[config.mk]
export PLATFORM = sky130hd
export DESIGN_NAME = pong_game_ctrl
export DESIGN_NICKNAME = d
export VERILOG_FILES = /design/src/rtl/pong_game_ctrl.sv
export SDC_FILE = /design/constraint.sdc
export NUM_CORES = 1
export LEC_CHECK = 0
export CORE_UTILIZATION = 25
export CTS_CLUSTER_SIZE = 24
export DETAILED_ROUTE_END_ITERATION = 16
export GPL_ROUTABILITY_DRIVEN = 0
export GPL_TIMING_DRIVEN = 0
export MAX_ROUTING_LAYER = met4
export PLACE_DENSITY = 0.52
export SYNTH_ARGS = -nofsm -noshare
export SYNTH_HDL_FRONTEND = slang
export SYNTH_SLANG_ARGS = --single-unit
[constraint.sdc]
create_clock -name clk -period 1.95 [get_ports clk]
set_input_delay 0.195 -clock clk [delete_from_list [all_inputs] [get_ports clk]]
set_output_delay 0.195 -clock clk [all_outputs]
set_load 0.005 [all_outputs]
[src/rtl/pong_game_ctrl.sv]
// Pong game controller: sequences new game, play, ball serve delay and game over.
// Latency: every output is registered and changes one clk edge after the input event that causes it.
// Backpressure: none; hit, miss and refr_tick are single-cycle pulses and are never queued or latched.
module pong_game_ctrl #(
    parameter int BALLS       = 3,
    parameter int TIMER_TICKS = 120
) (
    input  logic       clk,
    input  logic       rst,
    input  logic       refr_tick,
    input  logic [1:0] btn,
    input  logic       hit,
    input  logic       miss,
    output logic       graph_still,
    output logic [3:0] score_d1,
    output logic [3:0] score_d0,
    output logic [1:0] balls_left,
    output logic       game_over,
    output logic [1:0] state
);

    typedef enum logic [1:0] {
        NEWGAME = 2'b00,
        PLAY    = 2'b01,
        NEWBALL = 2'b10,
        OVER    = 2'b11
    } state_t;

    localparam logic [1:0] BALLS_INIT = 2'(BALLS - 1);
    localparam logic [6:0] TIMER_INIT = 7'(TIMER_TICKS);

    state_t     st;
    logic [6:0] timer;
    logic       timer_start;
    logic       timer_up;

    // The serve/over delay starts on the very cycle a ball is lost.
    assign timer_start = (st == PLAY) && miss;
    assign timer_up    = (timer == 7'd0);
    assign state       = st;

    // Two-digit BCD increment; 99 wraps to 00 without any carry out.
    function automatic logic [7:0] bcd_inc(input logic [3:0] d1, input logic [3:0] d0);
        logic [3:0] n1;
        logic [3:0] n0;
        n1 = d1;
        n0 = d0 + 4'd1;
        if (d0 == 4'd9) begin
            n0 = 4'd0;
            n1 = (d1 == 4'd9) ? 4'd0 : d1 + 4'd1;
        end
        return {n1, n0};
    endfunction

    // Frame-tick delay timer: a load beats a coincident tick, and it parks at zero.
    always_ff @(posedge clk or posedge rst) begin
        if (rst) begin
            timer <= 7'd0;
        end else if (timer_start) begin
            timer <= TIMER_INIT;
        end else if (refr_tick && !timer_up) begin
            timer <= timer - 7'd1;
        end
    end

    // Game FSM with registered score, ball count and display-control outputs.
    always_ff @(posedge clk or posedge rst) begin
        if (rst) begin
            st          <= NEWGAME;
            score_d1    <= 4'd0;
            score_d0    <= 4'd0;
            balls_left  <= BALLS_INIT;
            graph_still <= 1'b1;
            game_over   <= 1'b0;
        end else begin
            case (st)
                NEWGAME: begin
                    if (btn != 2'b00) begin
                        st          <= PLAY;
                        graph_still <= 1'b0;
                        balls_left  <= BALLS_INIT;
                        score_d1    <= 4'd0;
                        score_d0    <= 4'd0;
                    end
                end
                PLAY: begin
                    // A hit and a miss in the same cycle both take effect.
                    if (hit) begin
                        {score_d1, score_d0} <= bcd_inc(score_d1, score_d0);
                    end
                    if (miss) begin
                        graph_still <= 1'b1;
                        if (balls_left != 2'd0) begin
                            balls_left <= balls_left - 2'd1;
                            st         <= NEWBALL;
                        end else begin
                            st        <= OVER;
                            game_over <= 1'b1;
                        end
                    end
                end
                NEWBALL: begin
                    // Button presses during the delay are dropped, not remembered.
                    if (timer_up && (btn != 2'b00)) begin
                        st          <= PLAY;
                        graph_still <= 1'b0;
                    end
                end
                OVER: begin
                    if (timer_up) begin
                        st         <= NEWGAME;
                        game_over  <= 1'b0;
                        score_d1   <= 4'd0;
                        score_d0   <= 4'd0;
                        balls_left <= BALLS_INIT;
                    end
                end
                default: begin
                    st <= NEWGAME;
                end
            endcase
        end
    end

endmodule

==> qor.yml, run 1 <==
status:
  status: "completed"
global_routing:
  grt_pass1_vias: 950
  grt_overflow: 0
  grt_start_max_net_pins: 22
  grt_usage_pct: 11.5
  grt_pass1_wl_mm: 4.51
  antenna_found_initial: 0
final_layout:
  num-nets-final: 167
  stdcell_count: 220
  fillers: 480
  n_antenna_cell: 0
  multiInputGateArea_um2: 629
  drive_above_1_share_pct: 15.7
  final-seq-area_um2: 528
  syn_to_final_growth_pct: 28.6
logic_synthesis:
  postSynthAreaPerCell_um2: 9.58
  synth_flop_cell: "dfrtp_1"
  synth_top_family_by_area: "simple AND/OR/NAND/NOR gates"
  synthCells: 128
  yosysTopAreaCellShare_pct: 38.8
  synth_warnings: 0
  async_flop_share_pct: 100
  ys_ff_latch: 21
  synth-xor-area-share_pct: 1.43
  yosysTopAreaCell: "dfrtp_1"
  synth_fp_nets: 141
  synth_edf_count: 0
  synth_adder_area_share_pct: 6.12
  synth_cell_types: 47
  synthTopCellsByArea: "dfrtp_1 (39%), ha_1 (6.1%), dfstp_2 (4.3%)"
  synthMuxAreaShare_pct: 0.816
  synth_common_cells: "dfrtp_1 (19), inv_1 (13), nand2_1 (11)"
  synth-simple-area-share_pct: 22.3
  yosysMostFrequentCell: "dfrtp_1"
  synth_compound_area_share_pct: 20.6
  synth.yosys.seq_area_share_pct: 43.1
  syn_area_um2: 1230
timing:
  maxSlewHeadroom_pct: 43.4
  setup_viol: 0
  finalClockSkew_ns: 0.000808
  fin_crit_ns: 1.83
  fin_crit_sh_pct: 93.7
  slew_viol_final: 0
  tns_ns: 0
  fmax_ghz: 0.547
  worstMarginPinSlew_ns: 0.848
  hold_viol_final: 0
  hold_ws_ns: 0.402
  rsz0062_at_grt: "no"
clock_network:
  htreeDepth: 1
  cts_root_buf: "clkbuf_8"
  clkSinkCount: 21
  insertion_delay_ns: 0.26
  clk_path_buf_depth: 2
  cts_tree: "yes"
  cts.clk_slew.worst_paths_ns: 0.07
  numCtsBuffers: 3
die:
  boundaryPins: 21
  initial_utilization_pct: 26.0
  die_w_um: 72.0
  die-area_um2: 5190
  num_rows: 25
  core_area_um2: 4720
  die_height_um: 72.0
worst_setup_path:
  crit_type: "reg -> reg"
  setup.worst_path.start_class: "flip-flop"
  critical_path.max_fanout: 7
  ff2ff_path_depth: 7
  timing.rr.start: "timer[0]"
  crit_arrival_ns: 2.01
  cp-end-kind: "flip-flop"
  worst_ep_required_time_ns: 2.14
  rrSetupSlack_ns: 0.12
  r2r_end: "graph_still"
power:
  p_leak_nw: 0.663
  power_density_nw_per_um2: 1140
  ir_drop_mv: 0.286
  p_total_w: 0.00180
place:
  hpwl_mm: 2.17
  post-place-cells: 215
  place.port_buffers: 20
drt:
  post_drt_wl_per_cell_um: 12.6
  ant_nets: 0
  via_count: 1063
  drtIter0Drc: 28
  via_per_inst: 4.83
  routed_wl_mm: 2.77
  drc_errors: 0
  drt_pass1_iterations: 4
job:
  maxCapViolations: 0
hold_path:
  hold_path_class: "in -> async"
## state kept, by name, summed over array words and instances, names as in the netlist
name,flops
game_over,1
state,2
balls_left,2
score_d0,4
graph_still,1
timer,7
score_d1,4
## through the flow
stage / setup slack (ns) / util, % / area [um^2]
final: 0.123 / 33.4 / 1580
after global routing: 0.0209 / 33.4 / 1580
after CTS: 0.0308 / 32.9 / 1560
after detailed placement: 0.0571 / 32.0 / 1510
after global placement: 0.0574 / 32.0 / 1510
after floorplan: 0.233 / - / 1230
## final cells by class
type / instances / area share, %
tap: 67 / 5.32
buffer: 3 / 1.35
sequential: 21 / 33.5
inverter: 13 / 3.10
clock buffer: 4 / 2.86
multi-input combinational: 91 / 39.9
timing repair buffer: 21 / 14.0
## how the worst max path moves through the flow
stage                   start          end  depth (start not counted)
finish               timer[0]  graph_still                          7
detailed placement  refr_tick     timer[4]                          5
CTS                  timer[0]  score_d1[1]                          6
global placement    refr_tick     timer[4]                          5
global route         timer[0]     state[0]                          7
floorplan            timer[0]  score_d0[2]                          6
## worst max-delay path: stages, from the launching register on
cell      delay (ns)
dfrtp_1         0.39
inv_1           0.09
ha_1            0.17
or3b_4          0.41
or2_0           0.20
clkbuf_2        0.16
a21oi_1         0.22
o21ai_0         0.11
## logic make-up after synthesis
| logic type | Yosys count |
|---|---|
| adders and majority gates | 6 |
| buffers and inverters | 16 |
| xor gates and xnor gates | 2 |
| DFF | 21 |
| AOI/OAI and AO/OA | 35 |
| and+or+nand+nor | 47 |
| muxes | 1 |
## metal layers
metal	global-route usage, %	vias up	routed length (um)
met2	18.4	17	1340
met4	5.88	0	61
met1	14.5	528	1300
li1	-	513	-
met5	-	-	0
met3	1.25	5	66
## layout by cell type (no fill, tap or decap), types with 3 or more instances in the layout
| master | n |
|---|---|
| dfrtp_1 | 19 |
| clkdlybuf4s50_1 | 20 |
| o31ai_1 | 3 |
| clkbuf_8 | 3 |
| nor2_1 | 9 |
| nand2_1 | 11 |
| a31oi_1 | 4 |
| nor3_1 | 4 |
| and3_1 | 3 |
| ha_1 | 6 |
| o21ai_0 | 8 |
| o21a_1 | 3 |
| inv_1 | 13 |
| nand3_1 | 3 |
| a21oi_1 | 3 |
## where the power goes
part | total [W] | internal [W] | switching [W]
combinational | 0.000749 | 0.000394 | 0.000356
sequential | 0.000759 | 0.000596 | 0.000163
clock | 0.000288 | 0.000146 | 0.000143
total | 0.00180 | 0.00114 | 0.000661
## repair_timing
action / CTS / global route
setup buffers: 0 / 1
setup endpoints to repair: 0 / 11
hold endpoints to repair: 0 / 0
resized for setup: 0 / 2
hold buffers: 0 / 0
Note: power is estimated with default switching activity, not from simulation.
==> inputs of run 2 (changes only) <==
--- a/config.mk
+++ b/config.mk
@@ -12,6 +12,7 @@
 export GPL_TIMING_DRIVEN = 0
 export MAX_ROUTING_LAYER = met4
 export PLACE_DENSITY = 0.52
+export SKIP_CTS_REPAIR_TIMING = 1
 export SYNTH_ARGS = -nofsm -noshare
 export SYNTH_HDL_FRONTEND = slang
 export SYNTH_SLANG_ARGS = --single-unit
==> constraint.sdc (replaced) <==
create_clock -name clk -period 1.9 [get_ports clk]
set_input_delay 0.19 -clock clk [delete_from_list [all_inputs] [get_ports clk]]
set_output_delay 0.19 -clock clk [all_outputs]
set_load 0.005 [all_outputs]
==> qor.yml, run 2 (synthesis gave the netlist of run 1 again) <==
global_routing:
  grt_pass1_wl_mm: 4.51  # unchanged
  grt_pass1_vias: 950  # unchanged
  grt_overflow: 0  # unchanged
  grt_usage_pct: 11.5  # unchanged
  grt_start_max_net_pins: 22  # unchanged
  antenna_found_initial: 0  # unchanged
timing:
  finalClockSkew_ns: 0.000905  # +0.0000973 ns
  worstMarginPinSlew_ns: 0.848  # -0.000180 ns
  hold_viol_final: 0  # unchanged
  fin_crit_ns: 1.83  # -0.000312 ns
  fin_crit_sh_pct: 96.2  # +2.4 points
  setup_viol: 0  # unchanged
  fmax_ghz: 0.547  # about the same
  rsz0062_at_grt: "no"
  slew_viol_final: 0  # unchanged
  maxSlewHeadroom_pct: 43.4  # about the same
drt:
  drtIter0Drc: 27  # -3.6%
  routed_wl_mm: 2.78  # +0.25%
  post_drt_wl_per_cell_um: 12.6  # +0.25%
  drt_pass1_iterations: 5  # +1
  ant_nets: 0  # unchanged
  drc_errors: 0  # unchanged
  via_per_inst: 4.79  # -0.85%
  via_count: 1054  # -0.85%
clock_network:
  clkSinkCount: 21  # unchanged
  clk_path_buf_depth: 2  # unchanged
  htreeDepth: 1  # unchanged
  numCtsBuffers: 3  # unchanged
  cts_tree: "yes"
  cts_root_buf: "clkbuf_8"
  cts.clk_slew.worst_paths_ns: 0.08  # about the same
  insertion_delay_ns: 0.26  # about the same
final_layout:
  stdcell_count: 220  # unchanged
  fillers: 480  # unchanged
  n_antenna_cell: 0  # unchanged
  largestRegisters: "timer: 7 flops, score_d0: 4 flops, score_d1: 4 flops"
  largest-register: "timer"
  final_common_cell: "clkdlybuf4s50_1"
  largest_reg_flops: 7  # unchanged
  finalInstanceArea_um2: 1580  # +0.24%
  multiInputGateArea_um2: 633  # +0.60%
  drive_above_1_share_pct: 16.3  # +0.65 points
  num-nets-final: 167  # unchanged
  mostFrequentLayoutCells: "clkdlybuf4s50_1 (20), dfrtp_1 (19), inv_1 (13)"
  syn_to_final_growth_pct: 28.9
  final-seq-area_um2: 528  # unchanged
die:
  die-area_um2: 5190  # unchanged
  num_rows: 25  # unchanged
  boundaryPins: 21  # unchanged
  core_area_um2: 4720  # unchanged
  die_height_um: 72.0  # unchanged
  initial_utilization_pct: 26.0  # unchanged
  die_w_um: 72.0  # unchanged
worst_setup_path:
  ff2ff_path_depth: 7  # unchanged
  cp-end-kind: "flip-flop"
  timing.rr.start: "timer[0]"
  path_delay_family: "simple AND/OR/NAND/NOR gates"
  crit_path_cell_trace: "inv_1 > ha_1 > or3b_4 > nor3_4 > buf_12 > o21ai_2 > a32o_1"
  setup.worst_path.start_class: "flip-flop"
  worst_ep_required_time_ns: 2.05  # -0.09 ns
  critical_path.max_fanout: 10  # +3
  r2r_end: "score_d0[2]"
  cp_slowest_cell: "or3b_4"
  cp_slowest_stage_delay_ns: 0.41  # about the same
  crit_arrival_ns: 1.98  # -0.03 ns
  crit_type: "reg -> reg"
  rrSetupSlack_ns: 0.07  # -0.05 ns
  critPathBufInv: 2  # unchanged
power:
  p_total_w: 0.00185  # +2.9%
  power_density_nw_per_um2: 1170  # +2.7%
  p_leak_nw: 0.662  # -0.20%
  ir_drop_mv: 0.295  # +3.0%
place:
  placed_cell_area_um2: 1510  # unchanged
  post-place-cells: 215  # unchanged
  hpwl_mm: 2.17  # unchanged
  place.port_buffers: 20  # unchanged
status:
  status: "completed"
job:
  maxCapViolations: 0  # unchanged
hold_path:
  hold_path_class: "in -> async"
run 2: cell types whose count changed in the layout (fill, tap and decap cells not counted), sizes merged:
cell and change:
buf +1, clkbuf -1
run 2: stage by stage:
stage	hold WS, ns	setup TNS (ns)	setup slack, ns	util [%]
floorplan	0.165	0	0.183	-
global placement	0.494	0	0.0124	32.0
detailed placement	0.490	0	0.00754	32.0
CTS	0.424	-0.0360	-0.0192	32.9
global route	0.455	0	0.00992	33.5
finish	0.397	0	0.0730	33.5
run 2: area by class of cell:
type / count / area share, %
inverters: 13 / 3.09
clock buffers: 4 / 2.85
multi-input cells: 91 / 40.1
plain buffers: 3 / 1.35
flip-flops and latches: 21 / 33.4
repair buffers: 21 / 13.9
well taps: 67 / 5.30
run 2: worst max path at each step:
| stage | slack, ns | startpoint | depth (start not counted) | endpoint |
|---|---|---|---|---|
| 3_3_place_gp | 0.01 | refr_tick | 5 | timer[4] |
| 5_1_grt | 0.01 | timer[0] | 7 | score_d1[1] |
| 3_5_place_dp | 0.008 | timer[0] | 6 | score_d1[1] |
| 2_1_floorplan | 0.18 | timer[0] | 6 | score_d0[2] |
| 6_report | 0.07 | timer[0] | 7 | score_d0[2] |
| 4_1_cts | -0.02 | timer[0] | 6 | score_d1[1] |
run 2: worst register-to-register path: cells and delay by family (launching register included):
kind	cells	cell delay [ns]
fa+ha+maj	1	0.17
compound gates	2	0.31
simple gates	2	0.61
flops	1	0.39
buf+inv	2	0.24
run 2: report_power, final:
part	total (W)	internal (W)	switching [W]
clock network	0.000297	0.000150	0.000147
registers	0.000779	0.000612	0.000167
logic	0.000774	0.000406	0.000368
run 2: metal layers:
layer	vias to the layer above	track usage, %	routed length [um]
met2	17	18.4	1350
li1	511	-	-
met4	0	5.88	60
met1	521	14.5	1310
met3	5	1.25	64
met5	-	-	0
==> inputs of run 3 (changes only) <==
--- a/config.mk
+++ b/config.mk
@@ -5,13 +5,14 @@
 export SDC_FILE = /design/constraint.sdc
 export NUM_CORES = 1
 export LEC_CHECK = 0
+export CAP_MARGIN = 20
 export CORE_UTILIZATION = 25
 export CTS_CLUSTER_SIZE = 24
 export DETAILED_ROUTE_END_ITERATION = 16
 export GPL_ROUTABILITY_DRIVEN = 0
 export GPL_TIMING_DRIVEN = 0
 export MAX_ROUTING_LAYER = met4
-export PLACE_DENSITY = 0.52
+export PLACE_DENSITY_LB_ADDON = 0.25
 export SKIP_CTS_REPAIR_TIMING = 1
 export SYNTH_ARGS = -nofsm -noshare
 export SYNTH_HDL_FRONTEND = slang
==> qor.yml, run 3 (synthesis gave the netlist of run 1 again) <==
global_routing:
  grt_usage_pct: 12.4  # +0.89 points
  grt_pass1_wl_mm: 4.92  # +9.2%
  grt_pass1_vias: 1059  # +11%
  grt_start_max_net_pins: 22  # unchanged
  grt_overflow: 0  # unchanged
  antenna_found_initial: 0  # unchanged
drt:
  via_per_inst: 4.88  # +1.9%
  ant_nets: 0  # unchanged
  drc_errors: 0  # unchanged
  post_drt_wl_per_cell_um: 13.0  # +3.2%
  drt_pass1_iterations: 6  # +1
  via_count: 1074  # +1.9%
  routed_wl_mm: 2.87  # +3.2%
  drtIter0Drc: 40  # +48%
final_layout:
  mostFrequentLayoutCells: "clkdlybuf4s50_1 (20), dfrtp_1 (19), inv_1 (12)"
  utilization_pct: 33.8  # +0.34 points
  largestRegisters: "timer: 7 flops, score_d0: 4 flops, score_d1: 4 flops"
  largest_reg_flops: 7  # unchanged
  syn_to_final_growth_pct: 30.2
  final-seq-area_um2: 528  # unchanged
  largest-register: "timer"
  multiInputGateArea_um2: 646  # +2.0%
  n_antenna_cell: 0  # unchanged
  drive_above_1_share_pct: 18.3  # +2.0 points
  final_common_cell: "clkdlybuf4s50_1"
  fillers: 486  # +1.3%
  num-nets-final: 167  # unchanged
timing:
  fin_crit_sh_pct: 95.7  # -0.42 points
  fmax_ghz: 0.550  # +0.44%
  worstMarginPinSlew_ns: 0.836  # -0.0116 ns
  finalClockSkew_ns: 0.00873  # +0.00782 ns
  rsz0062_at_grt: "no"
  setup_viol: 0  # unchanged
  slew_viol_final: 0  # unchanged
  fin_crit_ns: 1.82  # -0.00796 ns
  hold_ws_ns: 0.382  # -0.0154 ns
  maxSlewHeadroom_pct: 44.2  # +0.77 points
  tns_ns: 0  # unchanged
  hold_viol_final: 0  # unchanged
worst_setup_path:
  critPathBufInv: 2  # unchanged
  cp-end-kind: "flip-flop"
  cp_slowest_stage_delay_ns: 0.40  # about the same
  crit_path_cell_trace: "inv_2 > ha_4 > or3b_4 > nor3_4 > buf_12 > o21ai_2 > a32o_1"
  crit_arrival_ns: 1.97  # about the same
  worst_ep_required_time_ns: 2.05  # about the same
  path_delay_family: "simple AND/OR/NAND/NOR gates"
  cp_slowest_cell: "dfrtp_1"
  critical_path.max_fanout: 10  # unchanged
  setup.worst_path.start_class: "flip-flop"
  crit_type: "reg -> reg"
power:
  p_leak_nw: 0.660  # -0.29%
  power_density_nw_per_um2: 1190  # +1.3%
  p_clk_share_pct: 16.3  # +0.3 points
  p_sw_share_pct: 37.8  # +0.89 points
  power_switching_w: 0.000715  # +4.8%
  p_int_w: 0.00118  # +0.92%
  share_comb_of_total_power_pct: 42.2  # +0.4 points
  p_total_w: 0.00189  # +2.4%
  ir_drop_mv: 0.276  # -6.3%
  p_seq_share_pct: 41.5  # -0.6 points
clock_network:
  numCtsBuffers: 3  # unchanged
  cts.clk_slew.worst_paths_ns: 0.09  # about the same
  clkSinkCount: 21  # unchanged
  cts_tree: "yes"
  htreeDepth: 1  # unchanged
  cts_root_buf: "clkbuf_8"
  clk_path_buf_depth: 2  # unchanged
  insertion_delay_ns: 0.27  # about the same
place:
  place.port_buffers: 20  # unchanged
  hpwl_mm: 2.16  # -0.33%
status:
  status: "completed"
die:
  die_height_um: 72.0  # unchanged
  boundaryPins: 21  # unchanged
  die_w_um: 72.0  # unchanged
  initial_utilization_pct: 26.0  # unchanged
  die-area_um2: 5190  # unchanged
  num_rows: 25  # unchanged
  core_area_um2: 4720  # unchanged
hold_path:
  hold_path_class: "in -> async"
job:
  maxCapViolations: 0  # unchanged
==> run 3: path summary, 6_finish.rpt <==
kind | cells past startpoint | start | endpoint | slack, ns
setup / recovery | 7 | timer[0] | score_d0[2] | 0.08
hold reg to reg | 2 | timer[6] | timer[6] | 0.51
max in group asynchronous | 2 | rst | score_d0[2] | 0.99
setup reg to reg | 7 | timer[0] | score_d0[2] | 0.08
min in group clk | 2 | timer[6] | timer[6] | 0.51
hold / removal | 2 | rst | timer[2] | 0.38
==> run 3: worst reg2reg max path, cell delays in order (launching register included) <==
cell	delay, ns
dfrtp_1	0.40
inv_2	0.10
ha_4	0.14
or3b_4	0.40
nor3_4	0.21
buf_12	0.15
o21ai_2	0.06
a32o_1	0.25
==> run 3: power groups by stage <==
stage,Sequential [W],Combinational [W],Clock [W]
finish,0.000785,0.000798,0.000309
global route,0.000810,0.000910,0.000335
CTS,0.000781,0.000775,0.000323
detailed placement,0.000788,0.000775,0
global placement,0.000781,0.000749,0
floorplan,0.000753,0.000472,0
==> run 3: routing by layer <==
metal	GRT usage, %	vias to the layer above	share of wire, %
li1	-	513	-
met1	16.5	536	51
met2	19.7	21	45
met3	1.25	4	2.2
met4	4.58	0	1.5
met5	-	-	0
==> run 3: cell type report <==
cell class              count  area share, %
multi-input cells          91           40.4
clock buffers               3           2.59
repair buffers             21           13.8
plain buffers               3           1.33
well taps                  67           5.25
flip-flops and latches     21           33.1
clock inverters             1          0.470
inverters                  13           3.06
==> run 3: stage by stage <==
step,cells,cell area (um^2),setup WS (ns)
global route,220,1600,0.00780
floorplan,128,1230,0.183
finish,220,1600,0.0810
detailed placement,215,1510,0.00127
global placement,215,1510,0.0148
CTS,219,1560,-0.0411
